### src/rtl/megaphone_uart_pkg.sv
`default_nettype none
// ============================================================================
//  Module      : megaphone_uart_pkg
//  Description : Types and constants shared by the MEGAphone UART blocks
//                (uart_tx / uart_rx_buffered).
//                uart_rx_state_t   receiver FSM state encoding
//                BIT_TMR_2M_48M    BIT_TMR_MAX for 2 Mbps from a 48 MHz clock
//  Revision    : 1.0  initial release
// ============================================================================
package megaphone_uart_pkg;

    typedef enum logic [2:0] {
        IDLE  = 3'd0,
        START = 3'd1,
        DATA  = 3'd2,
        STOP  = 3'd3,
        BREAK = 3'd4
    } uart_rx_state_t;

    // Cycles per bit minus one: 48 MHz / 2 Mbps = 24 cycles.
    localparam logic [23:0] BIT_TMR_2M_48M = 24'd23;

endpackage
`default_nettype wire

### src/rtl/sync_fifo.sv
`default_nettype none
// ============================================================================
//  Module      : sync_fifo
//  Description : Synchronous first-word-fall-through FIFO with a registered
//                head output. A push into a full FIFO is ignored unless a pop
//                happens in the same cycle; a pop from an empty FIFO is ignored.
//  Ports       : clk      clock (rising edge)
//                rst      synchronous active-high reset (flushes FIFO)
//                push_i   write din_i
//                din_i    write data
//                pop_i    remove head (ignored when empty)
//                full_o   FIFO holds DEPTH entries
//                empty_o  FIFO holds no entries
//                head_o   oldest entry; meaningful only when !empty_o
//  Revision    : 1.0  initial release
// ============================================================================
module sync_fifo #(
    parameter int WIDTH = 8,
    parameter int DEPTH = 16
) (
    input  logic             clk,
    input  logic             rst,
    input  logic             push_i,
    input  logic [WIDTH-1:0] din_i,
    input  logic             pop_i,
    output logic             full_o,
    output logic             empty_o,
    output logic [WIDTH-1:0] head_o
);

    localparam int PTR_W = $clog2(DEPTH);
    localparam int CNT_W = PTR_W + 1;

    logic [WIDTH-1:0] mem_q [DEPTH];
    logic [PTR_W-1:0] wr_ptr_q;
    logic [PTR_W-1:0] rd_ptr_q;
    logic [PTR_W-1:0] rd_next;
    logic [CNT_W-1:0] count_q;
    logic [CNT_W-1:0] count_d;
    logic [WIDTH-1:0] head_q;
    logic [WIDTH-1:0] head_d;
    logic             pop_ok;
    logic             push_ok;

    assign full_o  = (count_q == CNT_W'(DEPTH));
    assign empty_o = (count_q == '0);
    assign head_o  = head_q;

    assign pop_ok  = pop_i && !empty_o;
    // When full, a simultaneous pop frees the slot being written.
    assign push_ok = push_i && (!full_o || pop_ok);
    assign rd_next = rd_ptr_q + PTR_W'(1);

    always_comb begin
        count_d = count_q;
        if (push_ok && !pop_ok) begin
            count_d = count_q + CNT_W'(1);
        end else if (!push_ok && pop_ok) begin
            count_d = count_q - CNT_W'(1);
        end
    end

    // The head register is loaded one cycle ahead so the output is a flop.
    // On pop with more than one entry the next entry is already in memory;
    // with exactly one entry the only candidate is the word being pushed.
    always_comb begin
        head_d = head_q;
        if (pop_ok) begin
            if (count_q != CNT_W'(1)) begin
                head_d = mem_q[rd_next];
            end else if (push_ok) begin
                head_d = din_i;
            end
        end else if (push_ok && empty_o) begin
            head_d = din_i;
        end
    end

    always_ff @(posedge clk) begin
        if (rst) begin
            wr_ptr_q <= '0;
            rd_ptr_q <= '0;
            count_q  <= '0;
            head_q   <= '0;
        end else begin
            if (push_ok) begin
                wr_ptr_q <= wr_ptr_q + PTR_W'(1);
            end
            if (pop_ok) begin
                rd_ptr_q <= rd_next;
            end
            count_q <= count_d;
            head_q  <= head_d;
        end
    end

    // Storage needs no reset; validity is tracked by count_q.
    always_ff @(posedge clk) begin
        if (push_ok) begin
            mem_q[wr_ptr_q] <= din_i;
        end
    end

endmodule
`default_nettype wire

### src/rtl/uart_rx_buffered.sv
`default_nettype none
// ============================================================================
//  Module      : uart_rx_buffered
//  Description : 8N1 UART receiver with runtime bit timer, 2-flop input
//                synchroniser, mid-bit sampling, framing/overflow detection
//                and a byte FIFO with a valid/ready read port.
//  Ports       : clk48          system clock, rising edge
//                reset          synchronous active-high reset
//                BIT_TMR_MAX    cycles per bit - 1, latched at start detect
//                UART_RX        asynchronous serial input, idle high
//                rx_data        FIFO head byte (valid when rx_valid)
//                rx_valid       FIFO non-empty
//                rx_ready       pop head when rx_valid & rx_ready
//                framing_error  one-cycle pulse, stop bit sampled low
//                overflow       sticky, byte dropped on full FIFO
//                clear_errors   clears overflow (a same-cycle drop wins)
//                rx_busy        FSM not idle
//  Revision    : 1.0  initial release
// ============================================================================
module uart_rx_buffered
    import megaphone_uart_pkg::*;
#(
    parameter int FIFO_DEPTH = 16,
    parameter int TMR_WIDTH  = 24
) (
    input  logic                 clk48,
    input  logic                 reset,
    input  logic [TMR_WIDTH-1:0] BIT_TMR_MAX,
    input  logic                 UART_RX,
    output logic [7:0]           rx_data,
    output logic                 rx_valid,
    input  logic                 rx_ready,
    output logic                 framing_error,
    output logic                 overflow,
    input  logic                 clear_errors,
    output logic                 rx_busy
);

    uart_rx_state_t       state_q, state_d;
    logic                 rx_meta_q;
    logic                 rx_s_q;
    logic [TMR_WIDTH-1:0] tmr_q, tmr_d;
    logic [TMR_WIDTH-1:0] bit_max_q, bit_max_d;
    logic [TMR_WIDTH-1:0] half;
    logic [2:0]           bit_idx_q, bit_idx_d;
    logic [7:0]           shreg_q, shreg_d;
    logic                 fe_q, fe_d;
    logic                 ovf_q;
    logic                 push;
    logic                 drop;
    logic                 fifo_full;
    logic                 fifo_empty;

    assign half = bit_max_q >> 1;

    always_comb begin
        state_d   = state_q;
        tmr_d     = tmr_q;
        bit_max_d = bit_max_q;
        bit_idx_d = bit_idx_q;
        shreg_d   = shreg_q;
        fe_d      = 1'b0;
        push      = 1'b0;
        case (state_q)
            IDLE: begin
                tmr_d = '0;
                if (!rx_s_q) begin
                    state_d   = START;
                    bit_max_d = BIT_TMR_MAX;
                end
            end
            START: begin
                // Re-check the start bit half a bit later so every later
                // sample lands at a bit centre; a high line here was a glitch.
                if (tmr_q == half) begin
                    tmr_d = '0;
                    if (!rx_s_q) begin
                        state_d   = DATA;
                        bit_idx_d = '0;
                    end else begin
                        state_d = IDLE;
                    end
                end else begin
                    tmr_d = tmr_q + TMR_WIDTH'(1);
                end
            end
            DATA: begin
                if (tmr_q == bit_max_q) begin
                    tmr_d     = '0;
                    shreg_d   = {rx_s_q, shreg_q[7:1]};
                    bit_idx_d = bit_idx_q + 3'd1;
                    if (bit_idx_q == 3'd7) begin
                        state_d = STOP;
                    end
                end else begin
                    tmr_d = tmr_q + TMR_WIDTH'(1);
                end
            end
            STOP: begin
                if (tmr_q == bit_max_q) begin
                    tmr_d = '0;
                    if (rx_s_q) begin
                        push    = 1'b1;
                        state_d = IDLE;
                    end else begin
                        fe_d    = 1'b1;
                        state_d = BREAK;
                    end
                end else begin
                    tmr_d = tmr_q + TMR_WIDTH'(1);
                end
            end
            BREAK: begin
                // Hold off start detection until the line returns high.
                if (rx_s_q) begin
                    state_d = IDLE;
                end
            end
            default: begin
                state_d = IDLE;
            end
        endcase
    end

    always_ff @(posedge clk48) begin
        if (reset) begin
            rx_meta_q <= 1'b1;
            rx_s_q    <= 1'b1;
            state_q   <= IDLE;
            tmr_q     <= '0;
            bit_max_q <= '0;
            bit_idx_q <= '0;
            shreg_q   <= '0;
            fe_q      <= 1'b0;
        end else begin
            rx_meta_q <= UART_RX;
            rx_s_q    <= rx_meta_q;
            state_q   <= state_d;
            tmr_q     <= tmr_d;
            bit_max_q <= bit_max_d;
            bit_idx_q <= bit_idx_d;
            shreg_q   <= shreg_d;
            fe_q      <= fe_d;
        end
    end

    // A full FIFO is never empty, so the only way to make room is rx_ready.
    assign drop = push && fifo_full && !rx_ready;

    always_ff @(posedge clk48) begin
        if (reset) begin
            ovf_q <= 1'b0;
        end else if (drop) begin
            ovf_q <= 1'b1;
        end else if (clear_errors) begin
            ovf_q <= 1'b0;
        end
    end

    sync_fifo #(
        .WIDTH (8),
        .DEPTH (FIFO_DEPTH)
    ) u_fifo (
        .clk     (clk48),
        .rst     (reset),
        .push_i  (push),
        .din_i   (shreg_q),
        .pop_i   (rx_ready),
        .full_o  (fifo_full),
        .empty_o (fifo_empty),
        .head_o  (rx_data)
    );

    assign rx_valid      = !fifo_empty;
    assign framing_error = fe_q;
    assign overflow      = ovf_q;
    assign rx_busy       = (state_q != IDLE);

endmodule
`default_nettype wire

### config.mk
export PLATFORM = sky130hd
export DESIGN_NAME = uart_rx_buffered
export DESIGN_NICKNAME = d
export VERILOG_FILES = /design/src/rtl/megaphone_uart_pkg.sv /design/src/rtl/sync_fifo.sv /design/src/rtl/uart_rx_buffered.sv
export SDC_FILE = /design/constraint.sdc
export NUM_CORES = 1
export LEC_CHECK = 0
export CORE_MARGIN = 2
export CORE_UTILIZATION = 60
export DETAILED_ROUTE_END_ITERATION = 8
export GPL_TIMING_DRIVEN = 0
export PLACE_DENSITY = 0.79
export SETUP_SLACK_MARGIN = 0.3
export SYNTH_ARGS = -nofsm -noshare
export SYNTH_HDL_FRONTEND = slang
export SYNTH_SLANG_ARGS = --single-unit
### constraint.sdc
create_clock -name clk48 -period 4.8 [get_ports clk48]
set_input_delay 1.44 -clock clk48 [delete_from_list [all_inputs] [get_ports clk48]]
set_output_delay 1.44 -clock clk48 [all_outputs]
set_load 0.02 [all_outputs]
==> flow_metrics.env <==
export IMPL_status="completed"
export IMPL_hp_class="flip-flop to flip-flop"
export IMPL_maxCapViolations=0
export IMPL_fin_cells=1072
export IMPL_slew_limit_headroom_pct=18.02
export IMPL_grt_pass1_wl_mm=34.24
export IMPL_ys_flop_type="edfxtp_1"
export IMPL_initialDrtViolationCount=835
export IMPL_grt_max_degree=20
export IMPL_finalCritPeriodShare_pct=73.54
export IMPL_p_leak_nw=3.794
export IMPL_rows=46
export IMPL_wl_per_cell_um=20.79
export IMPL_cts_resized=0
export IMPL_synth_nets=818
export IMPL_ys_seq_elements=215
export IMPL_synth_cell_type_count=53
export IMPL_crit_required_ns=3.36
export IMPL_clock_skew_ns=0.03044
export IMPL_ir_drop_mv=0.2661
export IMPL_min_period_ns=3.530
export IMPL_dieArea_mm2=0.01699
export IMPL_grt_total_usage_pct=26.65
export IMPL_worstSetupPathType="flip-flop to output port"
export IMPL_nNetsFinal=882
export IMPL_area_growth_pct=15.18
export IMPL_start_util_pct=60.95
export IMPL_synth_async_sr_flop_share_pct=0
export IMPL_drive_above_1_share_pct=11.10
export IMPL_fin_setup_tns_ns=0
export IMPL_dp_hpwl_mm=15.41
export IMPL_fp_dieH_um=130.3
export IMPL_design_core_area_mm2=0.01571
export IMPL_grt_pass1_vias=6213
export IMPL_ios=41
export IMPL_syn_avg_cell_area_um2=12.34
export IMPL_antenna_found_initial=0
export IMPL_arrival_ns=2.09
export IMPL_slew_violations=0
export IMPL_fp_dieW_um=130.3
export IMPL_io_buffers=40
export IMPL_root_buffer="clkbuf_16"
export IMPL_wl_mm=22.28
export IMPL_max_freq_mhz=283.3
export IMPL_routed_via_count=6582
export IMPL_cp_max_fo=6
export IMPL_dp_cells=1032
export IMPL_worst_pin_slew_ns=1.221
export IMPL_cts_setup_buffers=0
export IMPL_cts_num_sinks=215
export IMPL_yosys_warnings=0
export IMPL_first_pass_iters=6
export IMPL_drc=0
export IMPL_hold_viol=0
export IMPL_cts_tree="done"
export IMPL_gp_congestion=0.8817
export IMPL_overflow=0
export IMPL_viasPerCell=6.140
export IMPL_final_area_mm2=0.01103
export IMPL_worstSkewPairLatency_ns=0.52
export IMPL_syn_area_mm2=0.009577
export IMPL_rsz0062_at_grt="no"
export IMPL_synth_edff_count=128
export IMPL_drtAntennaViolNets=0
export IMPL_numCtsBuffers=22
export IMPL_hold_buffers=0
export IMPL_r2r_slack_ns=1.27
export IMPL_h_tree_depth=1
export IMPL_p_per_area_mw_per_mm2=437.9
export IMPL_synth_cells=776
export IMPL_critPathLaunchType="flip-flop"
export IMPL_yosysSeqAreaShare_pct=58.32
export IMPL_clkTransAtPathRegs_ns=0.06
export IMPL_setup_viol=0
export IMPL_cp_end_kind="output port"
export IMPL_setup_ws_ns=1.270
export IMPL_place_area_mm2=0.01025
export IMPL_place_ws_ns=0.7213
export IMPL_antenna_diode_count=0
export IMPL_clk_path_buf_depth=3
per-layer routing:
metal	vias to the layer above	GRT usage, %	wire (um)	share of wire, %
li1	2986	-	-	-
met1	3218	40.20	9504	43
met2	345	41.08	10270	46
met3	33	4.715	2196	9.9
met4	0	6.070	313	1.4
met5	-	0	0	0
critical path, cell delays in order, from the launching register on:
cell,delay [ns]
dfxtp_1,0.45
inv_1,0.11
ha_1,0.26
nand2_1,0.15
clkdlybuf4s50_1,0.63
stage by stage:
step                      util [%]  hold slack [ns]  power (mW)
final                        70.20           0.4111       4.831
after global routing         70.20           0.4258       4.986
after CTS                    70.17           0.4118       4.840
after detailed placement     65.22           0.3979       3.042
after global placement       65.22           0.3942       3.007
after floorplan                  -           0.3895       2.731
state kept, by name, summed over array words and instances, names as in the netlist:
signal           cells
bit_idx_q            3
bit_max_q           24
framing_error        1
overflow             1
rx_meta_q            1
rx_s_q               1
shreg_q              8
state_q              3
tmr_q               24
u_fifo.count_q       5
u_fifo.head_o        8
u_fifo.mem_q       128
u_fifo.rd_ptr_q      4
u_fifo.wr_ptr_q      4
synthesized netlist by cell type, types with 2 or more instances:
library cell / number / share of area (%)
buf_1: 5 / 0.20
clkbuf_1: 36 / 1.4
or4_1: 4 / 0.31
xnor2_2: 2 / 0.34
buf_6: 3 / 0.35
nor2b_1: 12 / 0.78
buf_2: 9 / 0.47
o21ai_0: 11 / 0.57
ha_1: 13 / 1.7
a21oi_1: 50 / 2.6
o31ai_1: 9 / 0.71
a211oi_1: 12 / 0.94
nor4_1: 10 / 0.65
nand2_1: 88 / 3.4
dfxtp_1: 87 / 18
edfxtp_1: 128 / 40
inv_1: 12 / 0.47
or2_2: 4 / 0.26
o32ai_1: 2 / 0.18
a31oi_1: 2 / 0.13
and3_1: 20 / 1.3
mux2i_1: 17 / 1.8
nand2b_1: 4 / 0.26
and2_1: 5 / 0.33
nor2_1: 45 / 1.8
o22ai_1: 12 / 0.78
xor2_1: 28 / 2.6
mux4_2: 39 / 9.2
nand3b_1: 2 / 0.16
xnor2_1: 32 / 2.9
or3_1: 6 / 0.39
nand3_1: 23 / 1.2
nand4_1: 13 / 0.85
nor3_1: 12 / 0.63
path summary, 6_finish.rpt:
kind	from	endpoint	cells past startpoint
setup / recovery	u_fifo.count_q[0]	rx_valid	4
hold / removal	rx_meta_q	rx_s_q	1
hold reg to reg	rx_meta_q	rx_s_q	1
setup reg to reg	tmr_q[15]	u_fifo.count_q[2]	11
report_power, final:
| part | switching, mW | internal [mW] |
|---|---|---|
| combinational | 0.508 | 0.446 |
| sequential | 0.0634 | 2.00 |
| clock | 0.712 | 1.10 |
layout make-up:
class	count	area, um2
multi-input cells	495	3711
plain buffers	54	240.2
fillers	1020	4682
inverters	12	45.04
clock inverters	11	181.4
flip-flops and latches	215	5585
well taps	216	270.3
repair buffers	40	400.4
clock buffers	29	596.8
cells in the final DEF, fill, tap and decap left out, drive strengths merged, types with 12 or more instances in the layout:
cell / instances
a211oi: 12
a21oi: 50
and3: 20
buf: 18
clkbuf: 65
clkdlybuf4s50: 40
dfxtp: 87
edfxtp: 128
ha: 13
inv: 12
mux2i: 17
mux4: 40
nand2: 88
nand3: 23
nand4: 13
nor2: 46
nor2b: 12
nor3: 12
o22ai: 12
xnor2: 34
xor2: 28
kinds of logic (layout without fill, tap and decap cells):
logic type,Yosys count,after routing,synth area share (%)
xor gates and xnor gates,62,62,5.827
adders and majority gates,13,13,1.699
DFF,215,215,58.32
AOI/OAI and AO/OA,107,107,6.716
muxes,58,58,11.34
and+or+nand+nor,255,255,13.12
buffers and inverters,66,146,2.979
Note: power is estimated with default switching activity, not from simulation.
